[src/rtl/nn_frame_loader_if.sv]
// Pin-side byte bus and shadow-register write port of the frame loader.
interface nn_frame_loader_if;
    localparam int unsigned DATA_W = 8;
    localparam int unsigned ADDR_W = 5;
    localparam int unsigned ERR_W  = 2;

    logic [DATA_W-1:0] data_in;
    logic              strobe;
    logic              wr_en;
    logic              wr_sel;
    logic [ADDR_W-1:0] wr_addr;
    logic [DATA_W-1:0] wr_data;
    logic              param_commit;
    logic              input_commit;
    logic              busy;
    logic [ERR_W-1:0]  err_code;

    modport master (
        output data_in, strobe,
        input  wr_en, wr_sel, wr_addr, wr_data, param_commit, input_commit, busy, err_code
    );

    modport slave (
        input  data_in, strobe,
        output wr_en, wr_sel, wr_addr, wr_data, param_commit, input_commit, busy, err_code
    );
endinterface

[src/rtl/nn_frame_loader.sv]
// Parses strobed pin bytes into header/payload[/checksum] frames and writes shadow registers.
// Optional feature: define NN_LOADER_CHECKSUM_EN to require a trailing XOR checksum byte.
module nn_frame_loader #(
    parameter int unsigned PARAM_BYTES    = 24,
    parameter int unsigned INPUT_BYTES    = 4,
    parameter int unsigned TIMEOUT_CYCLES = 1024,
    parameter int unsigned SYNC_STAGES    = 2
) (
    input logic              clk,
    input logic              rst_n,
    nn_frame_loader_if.slave bus
);
    localparam int unsigned DATA_W = 8;
    localparam int unsigned ADDR_W = 5;
    localparam int unsigned ERR_W  = 2;
    localparam int unsigned TMO_W  = $clog2(TIMEOUT_CYCLES + 1);

    localparam logic [DATA_W-1:0] HDR_PARAM   = 8'hA5;
    localparam logic [DATA_W-1:0] HDR_INPUT   = 8'h5A;
    localparam logic [ADDR_W-1:0] PARAM_LAST  = ADDR_W'(PARAM_BYTES - 1);
    localparam logic [ADDR_W-1:0] INPUT_LAST  = ADDR_W'(INPUT_BYTES - 1);
    localparam logic [TMO_W-1:0]  TMO_LAST    = TMO_W'(TIMEOUT_CYCLES - 1);
    localparam logic [ERR_W-1:0]  ERR_NONE    = 2'd0;
    localparam logic [ERR_W-1:0]  ERR_HEADER  = 2'd1;
    localparam logic [ERR_W-1:0]  ERR_TIMEOUT = 2'd3;
`ifdef NN_LOADER_CHECKSUM_EN
    localparam logic [ERR_W-1:0]  ERR_CSUM    = 2'd2;
`endif

    typedef enum logic [1:0] {
        ST_IDLE,
        ST_PAYLOAD
`ifdef NN_LOADER_CHECKSUM_EN
        , ST_CHECK
`endif
    } state_e;

    state_e              state_q, state_d;
    logic [SYNC_STAGES-1:0] sync_q;
    logic                strobe_prev_q;
    logic [ADDR_W-1:0]   cnt_q, cnt_d;
    logic [TMO_W-1:0]    tmo_q, tmo_d;
    logic                wr_en_q, wr_en_d;
    logic                wr_sel_q, wr_sel_d;
    logic [ADDR_W-1:0]   wr_addr_q, wr_addr_d;
    logic [DATA_W-1:0]   wr_data_q, wr_data_d;
    logic                param_commit_q, param_commit_d;
    logic                input_commit_q, input_commit_d;
    logic                busy_q, busy_d;
    logic [ERR_W-1:0]    err_q, err_d;
`ifdef NN_LOADER_CHECKSUM_EN
    logic [DATA_W-1:0]   acc_q, acc_d;
`else
    logic                commit_pend_q, commit_pend_d;
`endif

    logic              byte_c;
    logic              tmo_expire_c;
    logic [ADDR_W-1:0] last_c;

    assign byte_c       = sync_q[SYNC_STAGES-1] & ~strobe_prev_q;
    assign tmo_expire_c = (tmo_q == TMO_LAST);
    assign last_c       = wr_sel_q ? INPUT_LAST : PARAM_LAST;

    // State and output registers, including the strobe synchroniser.
    always_ff @(posedge clk) begin
        if (!rst_n) begin
            state_q        <= ST_IDLE;
            sync_q         <= '0;
            strobe_prev_q  <= 1'b0;
            cnt_q          <= '0;
            tmo_q          <= '0;
            wr_en_q        <= 1'b0;
            wr_sel_q       <= 1'b0;
            wr_addr_q      <= '0;
            wr_data_q      <= '0;
            param_commit_q <= 1'b0;
            input_commit_q <= 1'b0;
            busy_q         <= 1'b0;
            err_q          <= ERR_NONE;
`ifdef NN_LOADER_CHECKSUM_EN
            acc_q          <= '0;
`else
            commit_pend_q  <= 1'b0;
`endif
        end else begin
            state_q        <= state_d;
            sync_q[0]      <= bus.strobe;
            for (int i = 1; i < int'(SYNC_STAGES); i++) begin
                sync_q[i] <= sync_q[i-1];
            end
            strobe_prev_q  <= sync_q[SYNC_STAGES-1];
            cnt_q          <= cnt_d;
            tmo_q          <= tmo_d;
            wr_en_q        <= wr_en_d;
            wr_sel_q       <= wr_sel_d;
            wr_addr_q      <= wr_addr_d;
            wr_data_q      <= wr_data_d;
            param_commit_q <= param_commit_d;
            input_commit_q <= input_commit_d;
            busy_q         <= busy_d;
            err_q          <= err_d;
`ifdef NN_LOADER_CHECKSUM_EN
            acc_q          <= acc_d;
`else
            commit_pend_q  <= commit_pend_d;
`endif
        end
    end

    // Frame parser: next state and next registered outputs.
    always_comb begin
        state_d        = state_q;
        cnt_d          = cnt_q;
        tmo_d          = tmo_q;
        wr_en_d        = 1'b0;
        wr_sel_d       = wr_sel_q;
        wr_addr_d      = wr_addr_q;
        wr_data_d      = wr_data_q;
        param_commit_d = 1'b0;
        input_commit_d = 1'b0;
        err_d          = err_q;
`ifdef NN_LOADER_CHECKSUM_EN
        acc_d          = acc_q;
`else
        commit_pend_d  = 1'b0;
        // Commit trails the last payload write by one cycle.
        if (commit_pend_q) begin
            param_commit_d = ~wr_sel_q;
            input_commit_d = wr_sel_q;
        end
`endif

        case (state_q)
            ST_IDLE: begin
                if (byte_c) begin
                    if (bus.data_in == HDR_PARAM || bus.data_in == HDR_INPUT) begin
                        state_d  = ST_PAYLOAD;
                        wr_sel_d = (bus.data_in == HDR_INPUT);
                        cnt_d    = '0;
                        tmo_d    = '0;
                        err_d    = ERR_NONE;
`ifdef NN_LOADER_CHECKSUM_EN
                        acc_d    = '0;
`endif
                    end else begin
                        err_d = ERR_HEADER;
                    end
                end
            end
            ST_PAYLOAD: begin
                if (byte_c) begin
                    wr_en_d   = 1'b1;
                    wr_addr_d = cnt_q;
                    wr_data_d = bus.data_in;
                    tmo_d     = '0;
`ifdef NN_LOADER_CHECKSUM_EN
                    acc_d     = acc_q ^ bus.data_in;
`endif
                    if (cnt_q == last_c) begin
`ifdef NN_LOADER_CHECKSUM_EN
                        state_d = ST_CHECK;
`else
                        state_d       = ST_IDLE;
                        commit_pend_d = 1'b1;
`endif
                    end else begin
                        cnt_d = cnt_q + ADDR_W'(1);
                    end
                end else if (tmo_expire_c) begin
                    state_d = ST_IDLE;
                    err_d   = ERR_TIMEOUT;
                end else begin
                    tmo_d = tmo_q + TMO_W'(1);
                end
            end
`ifdef NN_LOADER_CHECKSUM_EN
            ST_CHECK: begin
                if (byte_c) begin
                    state_d = ST_IDLE;
                    if (bus.data_in == acc_q) begin
                        param_commit_d = ~wr_sel_q;
                        input_commit_d = wr_sel_q;
                    end else begin
                        err_d = ERR_CSUM;
                    end
                end else if (tmo_expire_c) begin
                    state_d = ST_IDLE;
                    err_d   = ERR_TIMEOUT;
                end else begin
                    tmo_d = tmo_q + TMO_W'(1);
                end
            end
`endif
            default: state_d = ST_IDLE;
        endcase

        busy_d = (state_d != ST_IDLE);
    end

    assign bus.wr_en        = wr_en_q;
    assign bus.wr_sel       = wr_sel_q;
    assign bus.wr_addr      = wr_addr_q;
    assign bus.wr_data      = wr_data_q;
    assign bus.param_commit = param_commit_q;
    assign bus.input_commit = input_commit_q;
    assign bus.busy         = busy_q;
    assign bus.err_code     = err_q;
endmodule
[src/flat_wrapper.sv]
// flat-port wrapper written by rule: the top's interface ports become plain ports
module nn_frame_loader_flat 
#(
    parameter int unsigned PARAM_BYTES    = 24,
    parameter int unsigned INPUT_BYTES    = 4,
    parameter int unsigned TIMEOUT_CYCLES = 1024,
    parameter int unsigned SYNC_STAGES    = 2
)
  (clk, rst_n, bus_data_in, bus_strobe, bus_wr_en, bus_wr_sel, bus_wr_addr, bus_wr_data, bus_param_commit, bus_input_commit, bus_busy, bus_err_code);
  nn_frame_loader_if bus_i ();
  input logic clk;
  input logic rst_n;
  input wire logic [$bits(bus_i.data_in)-1:0] bus_data_in;
  input wire logic [$bits(bus_i.strobe)-1:0] bus_strobe;
  output wire logic [$bits(bus_i.wr_en)-1:0] bus_wr_en;
  output wire logic [$bits(bus_i.wr_sel)-1:0] bus_wr_sel;
  output wire logic [$bits(bus_i.wr_addr)-1:0] bus_wr_addr;
  output wire logic [$bits(bus_i.wr_data)-1:0] bus_wr_data;
  output wire logic [$bits(bus_i.param_commit)-1:0] bus_param_commit;
  output wire logic [$bits(bus_i.input_commit)-1:0] bus_input_commit;
  output wire logic [$bits(bus_i.busy)-1:0] bus_busy;
  output wire logic [$bits(bus_i.err_code)-1:0] bus_err_code;
  assign bus_i.data_in = bus_data_in;
  assign bus_i.strobe = bus_strobe;
  assign bus_wr_en = bus_i.wr_en;
  assign bus_wr_sel = bus_i.wr_sel;
  assign bus_wr_addr = bus_i.wr_addr;
  assign bus_wr_data = bus_i.wr_data;
  assign bus_param_commit = bus_i.param_commit;
  assign bus_input_commit = bus_i.input_commit;
  assign bus_busy = bus_i.busy;
  assign bus_err_code = bus_i.err_code;
  nn_frame_loader #(.PARAM_BYTES(PARAM_BYTES), .INPUT_BYTES(INPUT_BYTES), .TIMEOUT_CYCLES(TIMEOUT_CYCLES), .SYNC_STAGES(SYNC_STAGES)) u_core (.clk(clk), .rst_n(rst_n), .bus(bus_i));
endmodule
[config.mk]
export PLATFORM = sky130hd
export DESIGN_NAME = nn_frame_loader_flat
export DESIGN_NICKNAME = d
export VERILOG_FILES = /design/src/rtl/nn_frame_loader_if.sv /design/src/rtl/nn_frame_loader.sv /design/src/flat_wrapper.sv
export SDC_FILE = /design/constraint.sdc
export NUM_CORES = 1
export LEC_CHECK = 0
export CORE_ASPECT_RATIO = 0.6
export CORE_MARGIN = 5
export CORE_UTILIZATION = 45
export CTS_CLUSTER_SIZE = 25
export DETAILED_ROUTE_END_ITERATION = 8
export HOLD_SLACK_MARGIN = 0.1
export PLACE_DENSITY_LB_ADDON = 0.05
export SLEW_MARGIN = 20
export SYNTH_ARGS = -nofsm -noshare
export SYNTH_HDL_FRONTEND = slang
export SYNTH_SLANG_ARGS = --single-unit
[constraint.sdc]
create_clock -name clk -period 3.38 [get_ports clk]
set_input_delay 0.676 -clock clk [delete_from_list [all_inputs] [get_ports clk]]
set_output_delay 0.676 -clock clk [all_outputs]
set_load 0.02 [all_outputs]
# Word-level counts from Yosys, hierarchy flattened
# Index checks and enable logic that the tools add are counted.
[op_classes]
addsub = 2
eq_ne = 12
muxes = 24
bitwise_logic = 3
reduce_logical = 12
[op_table]
columns = ["operator", "count"]
rows = [
  ["$mux W11", 4],
  ["$mux W5", 5],
  ["$pmux W11 S2", 1],
  ["$mux W2", 8],
  ["$add A11 B1 Y11 const B", 1],
  ["$eq A11 B10 Y1 const B", 1],
  ["$pmux W5 S2", 1],
  ["$eq A8 B7 Y1 const B", 1],
  ["$eq A8 B8 Y1 const B", 1],
  ["$ne A2 B1 Y1 const B", 4],
  ["$pmux W2 S2", 2],
  ["$reduce_and A4 Y1", 2],
  ["$reduce_and A2 Y1", 3],
  ["$reduce_and A3 Y1", 2],
  ["$add A5 B1 Y5 const B", 1],
  ["$eq A5 B5 Y1", 1],
  ["$reduce_and A5 Y1", 1],
  ["$ne A2 B2 Y1 const B", 2],
  ["$reduce_bool A2 Y1", 2],
  ["$mux W1", 3],
  ["$ne A3 B2 Y1 const B", 1],
  ["$eq A2 B1 Y1 const B", 1],
  ["$logic_not A2 Y1", 1],
  ["$not A1 Y1", 2],
  ["2 further kinds", 2],
]
[word_totals]
register_bits = 42
inputBits = 11
output_inout_bits = 20
word_cells = 67

# Depth between registers and ports, before layout
# Gate-level depths: netlist of the first run.
[logic_depth]
word_depth = 6
depth_mapped = 7
ltp_nobuf = 6

# Least setup slack after synthesis of the first run
# No wires, ideal clock.
[synth_path]
path_kind = "input port to flip-flop"
startpoint = "input bus_data_in[1]"
endpoint = "register u_core.tmo_q[3]"
setup_time_ns = 0.124
arrival_time_ns = 1.755
required_ns = 3.256
setup_slack_ns = 1.501
stages = 5
path_buffers = 0
cell_sequence = "nand4b_1 nor4_1 o21ai_1 a221oi_1 o21ai_1"
[synth_via]
elab_chain_cells = 4
elab_cells_between_ends = 5
[synth_rtl]
columns = ["item", "line", "rtl"]
rows = [
  ["start: declaration", "flat_wrapper.sv:13", "input wire logic [$bits(bus_i.data_in)-1:0] bus_data_in;"],
  ["$eq A8 B8 Y1 or $eq A8 B7 Y1 (tied branches)", "nn_frame_loader.sv:137", "if (bus.data_in == HDR_PARAM || bus.data_in == HDR_INPUT) begin"],
  ["$logic_or A1 B1 Y1 *", "nn_frame_loader.sv:137", ""],
  ["$ne A2 B1 Y1 (no line) *", "--", ""],
  ["$reduce_and A4 Y1 (no line) *", "--", ""],
  ["end signal: assignment", "nn_frame_loader.sv:94", "tmo_q <= tmo_d;"],
  ["end: declaration", "nn_frame_loader.sv:42", "logic [TMO_W-1:0] tmo_q, tmo_d;"],
]
# Mark *: on every way between the ends. The rest lies on a longest branch, timed or not.
# A chain may end at the register's enable or synchronous reset.

# Final worst setup path of the first run
[layout_path]
startpoint = "input bus_data_in[0]"
endpoint = "register u_core.tmo_q[3]"
# Same word-level chain as after synthesis.

==> metrics.md, run 1 <==
| Metric | Value |
|---|---|
| Sequential share of the synthesized area | 0.441 |
| Worst-Margin Slew | 919 ps |
| Crit path DAT | 2480 ps |
| Slew HR | 0.385 |
| CP max stage cell | clkdlybuf4s50_1 |
| Clock sinks | 42 |
| Most Frequent Cell on Critical Path | o21ai_1 |
| Min cycle time layout | 2290 ps |
| Design Area, Final | 2340 µm² |
| Placed Area | 2250 µm² |
| Post-Syn Area | 1910 µm² |
| Critical path capture point type | flip-flop |
| Final Util | 0.572 |
| Synth cell types | 46 |
| Worst clock skew | 12.0 ps |
| Ranking of synthesized cells by area | dfxtp_1 44%, nand2_1 9.3%, a21boi_1 4.3%, nor2_1 3.5%, o21ai_1 2.1% |
| Syn nets | 241 |
| First-pass GRT wire length | 7340 µm |
| Aggregate routed wire length | 4480 µm |
| Vias | 1664 |
| CP Launch Type | input port |
| Async SR Flop Fraction | 0 |
| Worst VDD drop | 0.000227 V |
| FMAX | 437 MHz |
| Status | finished, final reports clean |
| Clk Tree Root Cell | clkbuf_8 |
| Critical Path Fanout Max | 5 |
| DP HPWL | 3240 µm |
| Clk buf depth | 2 |
| DR WL/cell | 14.1 µm |
| Reg power frac | 0.573 |
| Synth Register Bits | 42 |
| Core region area | 4100 µm² |
| Number of diodes | 0 |
| Final net count | 270 |
| Post-Syn Instances | 228 |
| Pre-antenna DRT Iters | 4 |
| Max_cap viols | 0 |
| Total global-route track usage | 0.166 |
| Row cnt | 18 |
| Largest area contributor in the netlist | dfxtp_1 |
| Crit-path cells | clkdlybuf4s50_1, nand4b_1, nor4_1, o21ai_1, a221oi_1, o21ai_1 |
| Layout cell share with drive strength beyond 1 | 0.0736 |
| Min-delay worst type | reg2reg |
| Main synth FF type | dfxtp_1 |
| Buffers added on ports | 30 |
| H-tree levels | 2 |
| Crit Path Category | in2reg |
| Die height | 60.4 µm |
| Area Growth Syn to Fin | 23.0% |
| Synth Warn # | 0 |
| Cts hold-fix bufs | 0 |
| TritonCTS clock tree | done |
| Clock power frac | 0.386 |
| Final GP Congestion | 0.815 |
| Setup TNS | 0 ps |
| Top Ports | 31 |
| Critical Path Max Stage Delay | 520 ps |
| TritonCTS buffer count | 5 |
| DRC | 0 |
| Psw | 0.000190 W |
| ANT nets after route | 0 |
| Max Slew Vio Count | 0 |
| Final period utilization | 0.677 |
| Combinational share of power | 0.040 |
| Endpoints failing hold | 0 |
| Synth cell count leaders | 47 x nand2_1, 42 x dfxtp_1, 18 x nor2_1 |
| Postcts setup bufs | 0 |
| Largest net degree at the start of global routing | 22 |
| Critical path's top delay family | compound AO/OA/AOI/OAI gates |
| Post-synth EDFFs | 0 |
| Critical Path RT | 3570 ps |
| Clock slew seen by the registers of the worst setup and hold paths | 80 ps |
| RSZ-0062 raised after global routing | false |
| Worst skew pair latency | 290 ps |
| Die width | 94.0 µm |
| Initial core utilization | 0.465 |
| CTS-repair resized insts | 0 |
| Setup Viol. Count Final | 0 |
| Die Area | 5680 µm² |
| 1st-iter DRT viols | 68 |
| Switching Fraction | 0.219 |
| Initial antenna violation count | 0 |
| Post-synth top area share | 0.441 |
| Pwr Density | 372 nW/µm² |
| Buf/Inv on CP | 1 |
| Vias/cell | 5.23 |
| Mean Syn Cell Area | 8.36 µm² |
| Leak pwr | 0.830 nW |
| Cell Int Power | 0.000680 W |
| Number of global-route vias before repair | 1564 |
| Most frequent cell after synthesis | nand2_1 |
| Total gr overflow | 0 |
==> worst min-delay path: stages, from the launching register on <==
cell and delay [ps]:
dfxtp_1 310, nand2_1 60, nor2_1 30
==> flip-flops by register name, indices dropped and copies added, names as in the netlist, 2 cells and up <==
name	count
u_core.bus.wr_addr	5
u_core.sync_q	2
u_core.cnt_q	5
u_core.bus.wr_data	8
u_core.tmo_q	11
u_core.state_q	2
u_core.bus.err_code	2
==> layout make-up <==
class | count | area (µm²)
timing repair buffer | 33 | 323
clock buffer | 7 | 86.3
sequential | 42 | 841
tap | 60 | 75.1
fill | 394 | 1760
clock inverter | 1 | 5.00
multi-input combinational | 173 | 1010
inverter | 2 | 7.51
==> cells by family after synthesis <==
logic type / count (synthesis) / synth area share
AO/OA/AOI/OAI: 55 / 0.201
AND/OR/NAND/NOR: 112 / 0.296
multiplexers: 3 / 0.0158
flip-flops: 42 / 0.441
other: 1 / 0.00197
buffers and inverters: 13 / 0.0309
adder cells (fa/ha/maj): 2 / 0.0131
==> routing by layer <==
metal,vias to the layer above,wire (µm),GRT usage
li1,860,-,-
met4,0,8,0.0432
met5,-,0,0
met3,2,258,0.0520
met2,44,1660,0.223
met1,758,2560,0.252
==> metrics by stage <==
stage | hold slack, ps | total power (W) | cells | setup WS (ps)
3_5_place_dp | 425 | 0.000546 | 310 | 813
2_1_floorplan | 412 | 0.000526 | 228 | 1500
4_1_cts | 437 | 0.000878 | 318 | 1130
6_report | 433 | 0.000871 | 318 | 1090
5_1_grt | 460 | 0.000907 | 318 | 961
3_3_place_gp | 422 | 0.000546 | 310 | 845
==> cells in the final DEF (no fill, tap or decap), drive strengths merged, types with 5 or more instances in the layout <==
master,n
nand2,49
dfxtp,42
clkdlybuf4s50,30
nor2,18
a21boi,14
o21ai,14
and3,7
clkbuf,7
a21oi,6
nand3,6
nand2b,5
a31oi,5
==> path summary, 6_finish.rpt <==
path | endpoint | slack [ps] | start | cells after the start
setup / recovery | u_core.tmo_q[3] | 1090 | bus_data_in[0] | 6
hold / removal | u_core.bus.param_commit | 430 | u_core.commit_pend_q | 2
setup reg to reg | u_core.cnt_q[2] | 1300 | u_core.state_q[0] | 5
hold reg to reg | u_core.bus.param_commit | 430 | u_core.commit_pend_q | 2
==> power by group through the flow <==
| stage | clock network, W | logic [W] | registers (W) |
|---|---|---|---|
| 2_1_floorplan | 0 | 0.0000159 | 0.000510 |
| 3_3_place_gp | 0 | 0.0000352 | 0.000511 |
| 3_5_place_dp | 0 | 0.0000351 | 0.000511 |
| 4_1_cts | 0.000344 | 0.0000352 | 0.000499 |
| 5_1_grt | 0.000369 | 0.0000381 | 0.000500 |
| 6_report | 0.000336 | 0.0000351 | 0.000499 |
Power figures use the tool's default switching activity.
==> run 2, diff against run 1 <==
- clock period: 3.38 -> 2.2 ns (I/O delays scaled with it)
==> metrics.md, run 2 (synthesized netlist as in run 1, its figures left out) <==
| Metric | Value |
|---|---|
| Layout cell share with drive strength beyond 1 | 0.108 (+0.0346) |
| First-pass GRT wire length | 7560 µm (+2.9%) |
| Crit path DAT | 2040 ps (-440 ps) |
| Max_cap viols | 0 (unchanged) |
| Largest register FFs | 11 (unchanged) |
| 1st-iter DRT viols | 103 (+51%) |
| FMAX | 534 MHz |
| Hold Crit Start | u_core.commit_pend_q |
| Met2 Usage GRT | 0.215 (-0.00807) |
| Initial core utilization | 0.465 (unchanged) |
| Leak pwr | 0.880 nW (+5.9%) |
| Placement Setup Slack | 53.1 ps (-760 ps) |
| Crit path from | bus_data_in[7] |
| DP HPWL | 3290 µm (+1.5%) |
| Number of global-route vias before repair | 1564 (unchanged) |
| CP max stage cell | clkdlybuf4s50_1 |
| Postcts setup bufs | 0 (unchanged) |
| Core region area | 4100 µm² (unchanged) |
| Setup Viol. Count Final | 0 (unchanged) |
| Cts hold-fix bufs | 0 (unchanged) |
| Worst VDD drop | 0.000323 V (+43%) |
| Aggregate routed wire length | 4420 µm (-1.5%) |
| H-tree levels | 2 (unchanged) |
| Biggest register | u_core.tmo_q |
| Critical Path RT | 2370 ps (-1200 ps) |
| Vias/cell | 5.20 (-0.54%) |
| Clock sinks | 42 (unchanged) |
| Most common cell after layout, fill and taps aside | nand2_1 |
| Largest net degree at the start of global routing | 26 (+18%) |
| Critical Path Max Stage Delay | 520 ps (about the same) |
| CP Launch Type | input port |
| Endpoints failing hold | 0 (unchanged) |
| Worst skew pair latency | 290 ps (about the same) |
| TritonCTS clock tree | done |
| RSZ-0062 raised after global routing | false |
| Max Slew Vio Count | 0 (unchanged) |
| Final period utilization | 0.851 |
| Die Area | 5680 µm² (unchanged) |
| Final Util | 0.590 (+0.0183) |
| Worst hold margin | 433 ps (-0.0400 ps) |
| Min cycle time layout | 1870 ps |
| Total gr overflow | 0 (unchanged) |
| R2r startpoint | u_core.tmo_q[0] |
| Busiest grt layer | met1 |
| Slew HR | 0.654 (+0.269) |
| TritonCTS buffer count | 5 (unchanged) |
| Buffers added on ports | 30 (unchanged) |
| DR WL/cell | 13.5 µm (-4.5%) |
| Clock slew seen by the registers of the worst setup and hold paths | 70 ps (about the same) |
| Status | finished, final reports clean |
| Crit-path cells | clkdlybuf4s50_1, nand4b_1, nor4_1, buf_4, o21ai_1, a211oi_1, o21ai_1 |
| Pwr Density | 546 nW/µm² (+47%) |
| Critical path capture point type | flip-flop |
| CTS-repair resized insts | 0 (unchanged) |
| GRT met1 Usage | 0.265 (+0.0124) |
| Min-delay worst type | reg2reg |
| Clk Tree Root Cell | clkbuf_8 |
| Top Ports | 31 (unchanged) |
| Setup ws final | 329 ps (-763 ps) |
| DRC | 0 (unchanged) |
| Area Growth Syn to Fin | 26.9% |
| Number of diodes | 0 (unchanged) |
| Crit Path Category | in2reg |
| Met3 usage | 0.0607 (+0.00867) |
| Die height | 60.4 µm (unchanged) |
| Pre-antenna DRT Iters | 4 (unchanged) |
| Vias | 1707 (+2.6%) |
| Total global-route track usage | 0.171 (+0.00516) |
| Die width | 94.0 µm (unchanged) |
| Final GP Congestion | 0.818 (+0.32%) |
| Initial antenna violation count | 0 (unchanged) |
| Clk buf depth | 2 (unchanged) |
| Final net count | 280 (+3.7%) |
| Row cnt | 18 (unchanged) |
| ANT nets after route | 0 (unchanged) |
| Most Frequent Cell on Critical Path | o21ai_1 |
| Setup TNS | 0 ps (unchanged) |
| Worst clock skew | 8.11 ps (-3.85 ps) |
| Commonest non-fill, non-tap cells in the layout | 47 x nand2_1, 42 x dfxtp_1, 30 x clkdlybuf4s50_1 |
| Worst-Margin Slew | 518 ps (-401 ps) |
| Critical Path Fanout Max | 5 (unchanged) |
## run 2: cell count changes in the layout (fill, tap and decap cells not counted), sizes merged
cell  previous run  this run
buf              3        13
## run 2: layout make-up
class / count / area (µm²)
tap: 60 / 75.1
fill: 371 / 1680
inverter: 2 / 7.51
timing repair buffer: 43 / 398
multi-input combinational: 173 / 1010
clock inverter: 1 / 5.00
sequential: 42 / 841
clock buffer: 7 / 86.3
## run 2: final timing paths
kind	endpoint	slack, ps	cells after the start
setup / recovery	u_core.tmo_q[7]	330	7
hold reg to reg	u_core.bus.param_commit	430	2
setup reg to reg	u_core.bus.busy	340	5
hold / removal	u_core.bus.param_commit	430	2
## run 2: where the power goes
| part | total (W) | leakage, nW | internal [W] | switching [W] |
|---|---|---|---|---|
| clock network | 0.000499 | 0.0482 | 0.000253 | 0.000246 |
| registers | 0.000767 | 0.339 | 0.000763 | 0.00000351 |
| logic | 0.0000552 | 0.492 | 0.0000294 | 0.0000258 |
| total | 0.00132 | 0.880 | 0.00105 | 0.000275 |
## run 2: worst max-delay path: cells and delay by family
kind / cells / cell delay [ps]
simple gates: 2 / 350
buf+inv: 2 / 690
compound gates: 3 / 560
## run 2: metal layers
| metal | vias up | share of wire |
|---|---|---|
| li1 | 881 | - |
| met4 | 0 | 0.0043 |
| met1 | 773 | 0.56 |
| met3 | 2 | 0.068 |
| met2 | 51 | 0.37 |
| met5 | - | 0 |
## run 2: through the flow
| step | instance area, µm² | power, W | std cells |
|---|---|---|---|
| 5_1_grt | 2420 | 0.00138 | 328 |
| 6_report | 2420 | 0.00132 | 328 |
| 4_1_cts | 2420 | 0.00134 | 328 |
| 2_1_floorplan | 1910 | 0.000807 | 228 |
| 3_5_place_dp | 2330 | 0.000840 | 320 |
| 3_3_place_gp | 2330 | 0.000839 | 320 |
